### src/rtl/axi2per_res_channel.sv
// Response half of the AXI-to-peripheral bridge: latches in-flight transaction info,
// buffers the single peripheral response and retires it on AXI R or B. Optional macro: AXI2PER_SLVERR_EN.
module axi2per_res_channel #(
  parameter int unsigned PER_ADDR_WIDTH = 32,
  parameter int unsigned PER_DATA_WIDTH = 32,
  parameter int unsigned PER_ID_WIDTH   = 5,
  parameter int unsigned AXI_ADDR_WIDTH = 32,
  parameter int unsigned AXI_DATA_WIDTH = 64,
  parameter int unsigned AXI_USER_WIDTH = 6,
  parameter int unsigned AXI_ID_WIDTH   = 3
) (
  input  logic                      clk_i,
  input  logic                      rst_i,

  input  logic                      per_slave_r_valid_i,
  input  logic                      per_slave_r_opc_i,
  input  logic [PER_ID_WIDTH-1:0]   per_slave_r_id_i,
  input  logic [PER_DATA_WIDTH-1:0] per_slave_r_rdata_i,

  input  logic                      trans_req_i,
  input  logic                      trans_we_i,
  input  logic [AXI_ID_WIDTH-1:0]   trans_id_i,
  input  logic [AXI_ADDR_WIDTH-1:0] trans_add_i,
  output logic                      trans_r_valid_o,

  output logic                      axi_slave_r_valid_o,
  output logic [AXI_DATA_WIDTH-1:0] axi_slave_r_data_o,
  output logic [1:0]                axi_slave_r_resp_o,
  output logic                      axi_slave_r_last_o,
  output logic [AXI_ID_WIDTH-1:0]   axi_slave_r_id_o,
  output logic [AXI_USER_WIDTH-1:0] axi_slave_r_user_o,
  input  logic                      axi_slave_r_ready_i,

  output logic                      axi_slave_b_valid_o,
  output logic [1:0]                axi_slave_b_resp_o,
  output logic [AXI_ID_WIDTH-1:0]   axi_slave_b_id_o,
  output logic [AXI_USER_WIDTH-1:0] axi_slave_b_user_o,
  input  logic                      axi_slave_b_ready_i,

  output logic                      busy_o,
  output logic                      protocol_err_o
);

  typedef enum logic [1:0] {
    IDLE     = 2'd0,
    WAIT_PER = 2'd1,
    RESP     = 2'd2
  } state_e;

  state_e                    state_q, state_d;
  logic                      we_q, we_d;
  logic [AXI_ID_WIDTH-1:0]   id_q, id_d;
  logic                      addr2_q, addr2_d;
  logic [PER_DATA_WIDTH-1:0] data_q, data_d;
  logic                      slverr_q, slverr_d;
  logic                      perr_q, perr_d;

  logic                      r_valid, b_valid;
  logic                      r_hs, b_hs;
  logic [1:0]                resp;
  logic [AXI_DATA_WIDTH-1:0] rdata_w;

  // Response id is not checked (single outstanding); address only contributes bit 2.
  logic unused_sink;
  assign unused_sink = ^{per_slave_r_id_i, per_slave_r_opc_i, trans_add_i};

  always_ff @(posedge clk_i) begin
    if (rst_i) begin
      state_q  <= IDLE;
      we_q     <= 1'b0;
      id_q     <= '0;
      addr2_q  <= 1'b0;
      data_q   <= '0;
      slverr_q <= 1'b0;
      perr_q   <= 1'b0;
    end else begin
      state_q  <= state_d;
      we_q     <= we_d;
      id_q     <= id_d;
      addr2_q  <= addr2_d;
      data_q   <= data_d;
      slverr_q <= slverr_d;
      perr_q   <= perr_d;
    end
  end

  assign r_valid = (state_q == RESP) &&  we_q;
  assign b_valid = (state_q == RESP) && !we_q;
  assign r_hs    = r_valid && axi_slave_r_ready_i;
  assign b_hs    = b_valid && axi_slave_b_ready_i;

  always_comb begin
    state_d  = state_q;
    we_d     = we_q;
    id_d     = id_q;
    addr2_d  = addr2_q;
    data_d   = data_q;
    slverr_d = slverr_q;
    perr_d   = perr_q;
    unique case (state_q)
      IDLE: begin
        if (per_slave_r_valid_i) perr_d = 1'b1;
        if (trans_req_i) begin
          we_d    = trans_we_i;
          id_d    = trans_id_i;
          addr2_d = trans_add_i[2];
          state_d = WAIT_PER;
        end
      end
      WAIT_PER: begin
        if (trans_req_i) perr_d = 1'b1;
        if (per_slave_r_valid_i) begin
          data_d  = per_slave_r_rdata_i;
`ifdef AXI2PER_SLVERR_EN
          slverr_d = per_slave_r_opc_i;
`else
          slverr_d = 1'b0;
`endif
          state_d = RESP;
        end
      end
      RESP: begin
        if (trans_req_i || per_slave_r_valid_i) perr_d = 1'b1;
        if (r_hs || b_hs) state_d = IDLE;
      end
      default: state_d = IDLE;
    endcase
  end

  // A 32-bit peripheral word lands in the 64-bit lane selected by address bit 2.
  generate
    if (PER_DATA_WIDTH == 64) begin : g_w64
      assign rdata_w = data_q;
    end else begin : g_w32
      assign rdata_w = addr2_q ? {data_q, 32'h0000_0000} : {32'h0000_0000, data_q};
    end
  endgenerate

  assign resp = slverr_q ? 2'b10 : 2'b00;

  assign trans_r_valid_o     = r_hs || b_hs;

  assign axi_slave_r_valid_o = r_valid;
  assign axi_slave_r_data_o  = r_valid ? rdata_w : '0;
  assign axi_slave_r_resp_o  = r_valid ? resp : 2'b00;
  assign axi_slave_r_last_o  = r_valid;
  assign axi_slave_r_id_o    = r_valid ? id_q : '0;
  assign axi_slave_r_user_o  = '0;

  assign axi_slave_b_valid_o = b_valid;
  assign axi_slave_b_resp_o  = b_valid ? resp : 2'b00;
  assign axi_slave_b_id_o    = b_valid ? id_q : '0;
  assign axi_slave_b_user_o  = '0;

  assign busy_o              = (state_q != IDLE);
  assign protocol_err_o      = perr_q;

endmodule

### config.mk
export PLATFORM = sky130hd
export DESIGN_NAME = axi2per_res_channel
export DESIGN_NICKNAME = d
export VERILOG_FILES = /design/src/rtl/axi2per_res_channel.sv
export SDC_FILE = /design/constraint.sdc
export NUM_CORES = 1
export LEC_CHECK = 0
export BUFFER_PORTS_ARGS = -buffer_cell sky130_fd_sc_hd__buf_4
export CAP_MARGIN = 20
export CELL_PAD_IN_SITES_DETAIL_PLACEMENT = 0
export CELL_PAD_IN_SITES_GLOBAL_PLACEMENT = 1
export CORE_MARGIN = 4
export CORE_UTILIZATION = 29
export DETAILED_ROUTE_END_ITERATION = 7
export PLACE_DENSITY = 0.85
export REMOVE_ABC_BUFFERS = 1
export SETUP_SLACK_MARGIN = 0.2
export SYNTH_ARGS = -nofsm -noshare
export SYNTH_HDL_FRONTEND = slang
export SYNTH_SLANG_ARGS = --single-unit
export TNS_END_PERCENT = 1
### constraint.sdc
create_clock -name clk_i -period 1.5 [get_ports clk_i]
set_input_delay 0.375 -clock clk_i [delete_from_list [all_inputs] [get_ports clk_i]]
set_output_delay 0.375 -clock clk_i [all_outputs]
set_load 0.01 [all_outputs]
==> results_dict.tcl, run 1 <==
set metrics [dict create \
    run_status "complete, but fails checks" \
    failing_checks "negative setup slack" \
    regToRegStartpoint "state_q[0]$_SDFFE_PP0P_" \
    timing.hold.worst_path_depth 2 \
    placement_rows 33 \
    worst_setup_path_start_kind "flop" \
    maximum_number_of_pins_on_one_net_before_global_route_repair 79 \
    dieWidth_um 101 \
    drt_iter0_drc 19 \
    setup-tns-final_ps -16950 \
    critPathArrivalTime_ps 1390 \
    reg2reg_depth 5 \
    antenna-diode-count 0 \
    detail_route.vias_per_cell 4.18 \
    synth_compound_area_share_pct 1.76 \
    worstHoldEndpoint "state_q[0]$_SDFFE_PP0P_" \
    worst_skew_pair.late_latency_ps 290 \
    wl_per_cell_um 12.2 \
    min-delay-path-class "in2reg" \
    max-slew-margin-rel_pct 64.1 \
    drt-pass1-iter-count 4 \
    cts_buffers 5 \
    dominant_combinational_cell_family_by_area_after_synthesis "simple AND/OR/NAND/NOR gates" \
    p_leak_nw 1.68 \
    critical_path.endpoint_type "primary output" \
    synth_adder_area_share_pct 0 \
    drive_above_1_share_pct 39.7 \
    power_density_nw_per_um2 678 \
    placed_instance_count 492 \
    synth-seq-cells 40 \
    post_synth_num_cell_types 21 \
    initial_cell_density_of_the_core_pct 30.0 \
    post_cts_buffers 0 \
    achievable-frequency_ghz 0.565 \
    place.detailed.hpwl_um 4620 \
    clock-skew-final_ps 10.7 \
    netlist_area_um2 2490 \
    final-setup-viol-count 75 \
    clk_pin_slew_ps 70 \
    top_level_ports 172 \
    synthDominantCellAreaShare_pct 32.2 \
    vdd_ir_drop_max_v 0.000305 \
    biggest_area_contributors_in_the_synthesized_netlist "dfxtp_1 32%, nand2b_1 19%, and2_1 18%" \
    hp-start "per_slave_r_valid_i" \
    vias_in_the_first_global_route 2133 \
    num_vias 2090 \
    final_period_minus_worst_setup_slack_ps 1770 \
    timing.final.hold_violations 0 \
    cts_htree_levels 2 \
    grt_pass1_wl_um 9780 \
    ff2ff_setup_slack_ps 150 \
    buffers_from_clock_root_to_sink_at_most 2 \
    dieHeight_um 101 \
    synthXorXnorAreaFrac_pct 0 \
    design.final.nets 474 \
    timing_worst_setup_path_type "reg2out" \
    max-cap-violations 0 \
    yosys.area.top_type "dfxtp_1" \
    power_mw 2.50 \
    synth-seq-area-share_pct 32.2 \
    setup_ws_final_ps -269 \
    drc_errors 0 \
    grt_overflow 0 \
    transition_time_of_the_tightest_slew_check_pin_ps 539 \
    clk_root_buffer_cell "clkbuf_8" \
    timing.final.max_slew_violations 0 \
    area_growth_syn_to_layout_pct 48.4 \
    gp_routability_congestion 0.696 \
    finalCritPeriodShare_pct 118 \
    core_region_area_um2 8300 \
    synth.avg_cell_area_um2 8.99 \
    crit_required_ps 1120 \
    post_synthesis_instance_total 277 \
    global_route.usage.total_pct 11.8 \
    numClockSinks 40 \
    reg_to_reg_endpoint "data_q[6]$_SDFFE_PP0P_" \
    die-area_um2 10100 \
    cts_tree "done" \
    rsz0062_at_grt "yes" \
    synth.yosys.warnings 0 \
    ant_nets 0 \
    fin_hold_ws_ps 302 \
    final_cell_count_no_fill 500 \
    yosys.area_share.simple_pct 40.2 \
    grt_antenna_before_repair 0 \
    placement.io_buffers 118 \
    dp_worst_setup_slack_ps 11.5 \
    postCtsHoldBufs 0 \
    maximum_net_fanout_on_the_critical_path 18 \
    detail_route.wirelength_um 6100 \
    synth_mux_area_share_pct 15.3 \
]
what timing repair did:
item | in CTS | in global routing
pin swaps | 3 | 7
gates resized for setup | 15 | 17
endpoints found under the setup margin | 107 | 114
metal layers:
layer	wire, um	global-route usage [%]	part of all wire (%)	up-vias
li1	-	-	-	1073
met1	2620	14.7	43	923
met2	2840	19.5	47	90
met3	609	3.74	10	4
met4	34	3.21	0.56	0
met5	0	0	0	-
critical path: stages, from the launching register on:
cell	delay (ps)
dfxtp_2	330
and4bb_4	370
buf_12	140
and2_1	140
buf_4	120
worst max path at each step:
stage,from,endpoint,slack (ps)
floorplan,state_q[0]$_SDFFE_PP0P_,data_q[0]$_SDFFE_PP0P_,-550
global placement,state_q[1]$_SDFFE_PP0P_,axi_slave_r_data_o[0],40
detailed placement,state_q[1]$_SDFFE_PP0P_,axi_slave_r_data_o[5],10
CTS,addr2_q$_SDFFE_PP0P_,axi_slave_r_data_o[5],-310
global route,state_q[0]$_SDFFE_PP0P_,axi_slave_r_data_o[5],-320
finish,state_q[0]$_SDFFE_PP0P_,axi_slave_r_data_o[5],-270
state kept, by name (all words and copies together), names as in the netlist:
signal and flops:
data_q 32, addr2_q 1, id_q 3, protocol_err_o 1, state_q 2, we_q 1
power breakdown:
group | switching, mW | internal [mW] | leakage, nW
Sequential | 0.0387 | 1.12 | 0.328
Clock | 0.382 | 0.588 | 0.0645
Combinational | 0.155 | 0.224 | 1.29
synthesized netlist by cell type:
cell type  number
a311oi_1        1
nand2b_1       75
a2111oi_0       2
and3b_1         2
buf_6           4
and4b_4         1
a22o_1          2
buf_2           5
and4bb_2        1
nor3b_4         1
nor2_1          1
or2_2           1
inv_1           2
nor3b_1         1
and2_1         70
dfxtp_1        40
nor3b_2         1
clkbuf_1        7
conb_1          1
mux2i_1        38
buf_4          21
cell usage in the layout, fill, tap and decap left out:
master	n
buf_6	11
conb_1	16
buf_4	115
a311oi_1	1
and4bb_4	1
inv_1	2
nor2_1	1
buf_12	6
or2_4	1
a22o_1	2
dfxtp_4	1
and3b_2	2
and2_4	6
dfxtp_1	36
nor3b_1	1
clkbuf_8	7
and2_1	64
a2111oi_0	2
nand2b_1	75
nor3b_4	2
and4b_4	1
bufinv_16	1
mux2i_1	38
dfxtp_2	3
kinds of logic (layout without fill, tap and decap cells):
| kind of cell | count (synthesis) | after routing |
|---|---|---|
| other cells | 1 | 16 |
| compound gates | 5 | 5 |
| flops | 40 | 40 |
| mux | 38 | 38 |
| simple gates | 154 | 154 |
| buf+inv | 39 | 142 |
layout make-up:
class                           count  area (um2)
Fill cell                         830        4600
Multi-Input combinational cell    213        1510
Timing Repair Buffer              132        1110
Sequential cell                    40         808
Tap cell                          105         131
Clock buffer                        7        96.3
Clock inverter                      1        30.0
Inverter                            2        7.51
through the flow:
step           area (um2)  utilization [%]
2_1_floorplan        2290                -
3_3_place_gp         3470             41.8
3_5_place_dp         3470             41.8
4_1_cts              3640             43.9
5_1_grt              3690             44.5
6_report             3690             44.5
Note: power is estimated with default switching activity, not from simulation.
==> run 2: changes to the inputs <==
--- a/config.mk
+++ b/config.mk
@@ -5,7 +5,7 @@
 export SDC_FILE = /design/constraint.sdc
 export NUM_CORES = 1
 export LEC_CHECK = 0
-export BUFFER_PORTS_ARGS = -buffer_cell sky130_fd_sc_hd__buf_4
+export BUFFER_PORTS_ARGS = -buffer_cell sky130_fd_sc_hd__buf_2
 export CAP_MARGIN = 20
 export CELL_PAD_IN_SITES_DETAIL_PLACEMENT = 0
 export CELL_PAD_IN_SITES_GLOBAL_PLACEMENT = 1
==> run 2 against run 1 <==
Effect of this change:
- the flow still finishes with violations (negative setup slack)
- clock skew shrank 4.0 ps
- combinational power shrank 6.1%
- critical path depth is the same
- first-iteration DRC count grew to 2.7 times the previous value
- wire length shrank 5.7%
- non-clock buffer count shrank 1
- sequential share of layout area grew 2.0 points
- register-to-register slack lost 60 ps
- critical path type unchanged
- critical endpoint is now axi_slave_r_data_o[25]
- highest routed layer unchanged
==> results_dict.tcl, run 2 (synthesis gave the netlist of run 1 again) <==
set metrics [dict create \
    fin_hold_ws_ps 320 \
    p_leak_nw 1.63 \
    final-setup-viol-count 75 \
    clk_pin_slew_ps 70 \
    drt-pass1-iter-count 4 \
    wl_per_cell_um 11.5 \
    clk_root_buffer_cell "clkbuf_8" \
    area_growth_syn_to_layout_pct 36.1 \
    worst_setup_path_start_kind "flop" \
    gp_routability_congestion 0.701 \
    placement_rows 33 \
    power_density_nw_per_um2 662 \
    final_period_minus_worst_setup_slack_ps 1760 \
    top_level_ports 172 \
    critPathArrivalTime_ps 1380 \
    timing.final.hold_violations 0 \
    core_region_area_um2 8300 \
    clock-skew-final_ps 6.64 \
    initial_cell_density_of_the_core_pct 30.0 \
    rsz0062_at_grt "yes" \
    failing_checks "negative setup slack" \
    num_vias 2094 \
    slowest_stage "and4bb_2" \
    layout.cells.most_common_list "113 x buf_2, 75 x nand2b_1, 66 x and2_1" \
    timing.critical_path.cells "and4bb_2 -> buf_12 -> and2_1 -> buf_2" \
    largest_register_ffs 32 \
    cts_tree "done" \
    cts_buffers 5 \
    die-area_um2 10100 \
    layout_commonest_cell "buf_2" \
    nFillCells 842 \
    achievable-frequency_ghz 0.569 \
    buffers_from_clock_root_to_sink_at_most 2 \
    placed_instance_count 491 \
    finalCritPeriodShare_pct 117 \
    detail_route.vias_per_cell 4.20 \
    min-delay-path-class "in2reg" \
    drive_above_1_share_pct 39.1 \
    detail_route.wirelength_um 5750 \
    worst_skew_pair.late_latency_ps 290 \
    vias_in_the_first_global_route 1953 \
    antenna-diode-count 0 \
    dieWidth_um 101 \
    max-cap-violations 0 \
    design.final.nets 473 \
    grt_overflow 0 \
    setup_ws_final_ps -258 \
    maximum_number_of_pins_on_one_net_before_global_route_repair 79 \
    dieHeight_um 101 \
    grt_pass1_wl_um 9030 \
    maximum_net_fanout_on_the_critical_path 18 \
    crit_required_ps 1120 \
    run_status "complete, but fails checks" \
    drt_iter0_drc 51 \
    largest-register "data_q" \
    critPathLaunch "state_q[0]$_SDFFE_PP0P_" \
    cts_htree_levels 2 \
    timing_worst_setup_path_type "reg2out" \
    final_cell_count_no_fill 499 \
    critical_path.endpoint_type "primary output" \
    biggestRegsByFlops "data_q (32), id_q (3), state_q (2)" \
    max_stage_delay_ps 370 \
    timing.final.max_slew_violations 0 \
    numClockSinks 40 \
    placement.io_buffers 118 \
    regToRegStartpoint "state_q[0]$_SDFFE_PP0P_" \
    hp-start "per_slave_r_valid_i" \
    drc_errors 0 \
    vdd_ir_drop_max_v 0.000256 \
    global_route.usage.total_pct 10.9 \
    place.detailed.hpwl_um 4390 \
    grt_antenna_before_repair 0 \
    ant_nets 0 \
]
[run 2: cell count changes in the layout (fill, tap and decap cells not counted), moves of 2 or more]
cell      change
and2_4        -2
buf_4       -113
clkbuf_1      +2
and2_1        +2
mux2i_1       -2
buf_6         -2
mux2i_4       +2
buf_2       +113
[run 2: final cells by class]
class	instances	area, um2	share of cell area, %
repair buffers	131	822	24.3
multi-input cells	213	1530	45.1
well taps	105	131	3.88
inverters	2	7.51	0.221
flip-flops and latches	40	808	23.8
clock buffers	8	90.1	2.66
[run 2: what timing repair did]
action,CTS,global route
setup buffers,0,0
pin swaps,14,6
gates cloned,0,0
hold buffers,0,0
endpoints found under the hold margin,0,0
gates resized for setup,18,10
endpoints found under the setup margin,107,112
[run 2: path summary, 6_finish.rpt]
| check | end | slack (ps) | cells after the start |
|---|---|---|---|
| worst max-delay path | axi_slave_r_data_o[25] | -260 | 4 |
| worst min-delay path | state_q[0]$_SDFFE_PP0P_ | 320 | 2 |
| worst max register to register | data_q[12]$_SDFFE_PP0P_ | 90 | 5 |
| worst min register to register | data_q[18]$_SDFFE_PP0P_ | 480 | 2 |
[run 2: per-layer routing]
layer | global-route usage (%) | up-vias | wire (um)
met5 | 0 | - | 0
met4 | 3.11 | 0 | 33
met3 | 3.67 | 3 | 579
met2 | 17.5 | 90 | 2660
met1 | 13.9 | 931 | 2480
li1 | - | 1070 | -
[run 2: through the flow]
step / total power [mW] / util [%] / cell area (um2) / setup TNS, ps / setup slack [ps]
floorplan: 1.36 / - / 2290 / -18240 / -553
global placement: 1.50 / 38.4 / 3190 / 0 / 30.2
detailed placement: 1.51 / 38.4 / 3190 / -47.4 / -24.2
CTS: 2.29 / 40.2 / 3340 / -18440 / -282
global route: 2.38 / 40.8 / 3390 / -21590 / -337
finish: 2.24 / 40.8 / 3390 / -16410 / -258
[run 2: report_power, final]
| group | internal [mW] | switching, mW | leakage (nW) |
|---|---|---|---|
| clock | 0.375 | 0.356 | 0.0455 |
| combinational | 0.197 | 0.159 | 1.26 |
| sequential | 1.12 | 0.0381 | 0.328 |
[run 2: worst max-delay path, delay by kind of cell, from the launching register on]
family | cells | cell delay [ps]
simple gates | 2 | 490
flops | 1 | 330
buf+inv | 2 | 270
==> run 3: changes to the inputs <==
--- a/config.mk
+++ b/config.mk
@@ -12,7 +12,7 @@
 export CORE_MARGIN = 4
 export CORE_UTILIZATION = 29
 export DETAILED_ROUTE_END_ITERATION = 7
-export PLACE_DENSITY = 0.85
+export PLACE_DENSITY = 0.86
 export REMOVE_ABC_BUFFERS = 1
 export SETUP_SLACK_MARGIN = 0.2
 export SYNTH_ARGS = -nofsm -noshare
==> run 3 against run 2 <==
Effect of this change:
- the run still ends with negative setup slack left
- wire length increased by 1.6%
- global-route usage increased by 0.89 points
- cell area decreased by 2.7%
- fmax increased by 0.41%
- via count decreased by 0.33%
- clock power decreased by 7.4%
- core utilization decreased by 1.1 points
- die area unchanged
- worst setup slack improved by 7.1 ps
- largest power group unchanged
- highest routed layer unchanged
==> results_dict.tcl, run 3 (synthesis gave the netlist of run 1 again) <==
set metrics [dict create \
    run_status "complete, but fails checks" \
    failing_checks "negative setup slack" \
    cts_buffers 5 \
    drc_errors 0 \
    max-cap-violations 0 \
    post-route-util_pct 39.7 \
    drt_iter0_drc 40 \
    wl_per_cell_um 11.8 \
    timing_worst_setup_path_type "reg2out" \
    worst_setup_path_start_kind "flop" \
    largest-register "data_q" \
    min-delay-path-class "in2reg" \
    maximum_number_of_pins_on_one_net_before_global_route_repair 79 \
    clock-skew-final_ps 5.45 \
    grt_overflow 0 \
    placement.io_buffers 118 \
    worst_skew_pair.late_latency_ps 280 \
    finalInstanceArea_um2 3300 \
    maximum_net_fanout_on_the_critical_path 18 \
    largest_register_ffs 32 \
    top_level_ports 172 \
    place.detailed.hpwl_um 4370 \
    rsz0062_at_grt "yes" \
    biggestRegsByFlops "data_q (32), id_q (3), state_q (2)" \
    final_period_minus_worst_setup_slack_ps 1750 \
    grt_pass1_wl_um 9630 \
    global_route.usage.total_pct 11.8 \
    numClockSinks 40 \
    achievable-frequency_ghz 0.571 \
    layout.cells.most_common_list "117 x buf_2, 75 x nand2b_1, 70 x and2_1" \
    critical_path.endpoint_type "primary output" \
    area_growth_syn_to_layout_pct 32.5 \
    postCtsHoldBufs 0 \
    dieWidth_um 101 \
    buffers_from_clock_root_to_sink_at_most 2 \
    timing.final.hold_violations 0 \
    antenna-diode-count 0 \
    drt-pass1-iter-count 4 \
    timing.final.max_slew_violations 0 \
    dieHeight_um 101 \
    power_mw 2.18 \
    initial_cell_density_of_the_core_pct 30.0 \
    cts_tree "done" \
    ant_nets 0 \
    placed_cell_area_um2 3190 \
    critPathArrivalTime_ps 1380 \
    detail_route.wirelength_um 5840 \
    placement_rows 33 \
    die-area_um2 10100 \
    p_leak_nw 1.61 \
    clk_pin_slew_ps 80 \
    grt_antenna_before_repair 0 \
    vdd_ir_drop_max_v 0.000260 \
    timing.hold.worst_path_depth 2 \
    detail_route.vias_per_cell 4.21 \
    reg2reg_depth 5 \
    clk_root_buffer_cell "clkbuf_8" \
    num_vias 2087 \
    finalCritPeriodShare_pct 117 \
    power_density_nw_per_um2 660 \
    crit_required_ps 1120 \
    drive_above_1_share_pct 37.3 \
    final-setup-viol-count 75 \
    core_region_area_um2 8300 \
    cts_htree_levels 2 \
    gp_routability_congestion 0.677 \
    design.final.nets 471 \
    vias_in_the_first_global_route 2095 \
    setup_ws_final_ps -251 \
    fin_hold_ws_ps 325 \
    layout_commonest_cell "buf_2" \
]
## run 3: per-layer routing
layer / global-route usage (%) / vias to the layer above / part of all wire (%)
li1: - / 1071 / -
met1: 14.0 / 932 / 44
met2: 20.5 / 78 / 47
met3: 3.53 / 6 / 8.1
met4: 3.42 / 0 / 1.0
met5: 0 / - / 0
## run 3: timing repair
| item | 4_1_cts | 5_1_grt |
|---|---|---|
| pin swaps | 13 | 3 |
| resized for setup | 7 | 5 |
| setup endpoints to repair | 113 | 113 |
| buffers inserted | 0 | 0 |
## run 3: path summary, 6_finish.rpt
kind	start	slack (ps)	endpoint
max reg2reg	state_q[0]$_SDFFE_PP0P_	170	state_q[1]$_SDFFE_PP0P_
max	addr2_q$_SDFFE_PP0P_	-250	axi_slave_r_data_o[13]
min	per_slave_r_valid_i	330	state_q[0]$_SDFFE_PP0P_
min reg2reg	data_q[17]$_SDFFE_PP0P_	480	data_q[17]$_SDFFE_PP0P_
## run 3: stage by stage
stage | setup TNS (ps) | cells | setup WS, ps
2_1_floorplan | -18240 | 255 | -553
3_3_place_gp | 0 | 489 | 2.51
3_5_place_dp | -2.66 | 489 | -2.66
4_1_cts | -19090 | 496 | -284
5_1_grt | -22450 | 496 | -343
6_report | -16410 | 496 | -251
## run 3: area by class of cell
cell class                 instances  area [um2]
fill                             837        5000
multi-input combinational        213        1500
sequential                        40         808
timing repair buffer             129         774
tap                              105         131
clock buffer                       6        72.6
inverter                           2        7.51
clock inverter                     1        5.00
## run 3: worst max-delay path, stage by stage (launching register included)
cell	delay, ps
dfxtp_2	330
and4bb_4	370
buf_12	140
and2_1	120
buf_2	120
## run 3: where the power goes
| group | internal (mW) | switching (mW) |
|---|---|---|
| Clock | 0.317 | 0.360 |
| Combinational | 0.188 | 0.156 |
| Sequential | 1.12 | 0.0375 |
| Total | 1.62 | 0.553 |
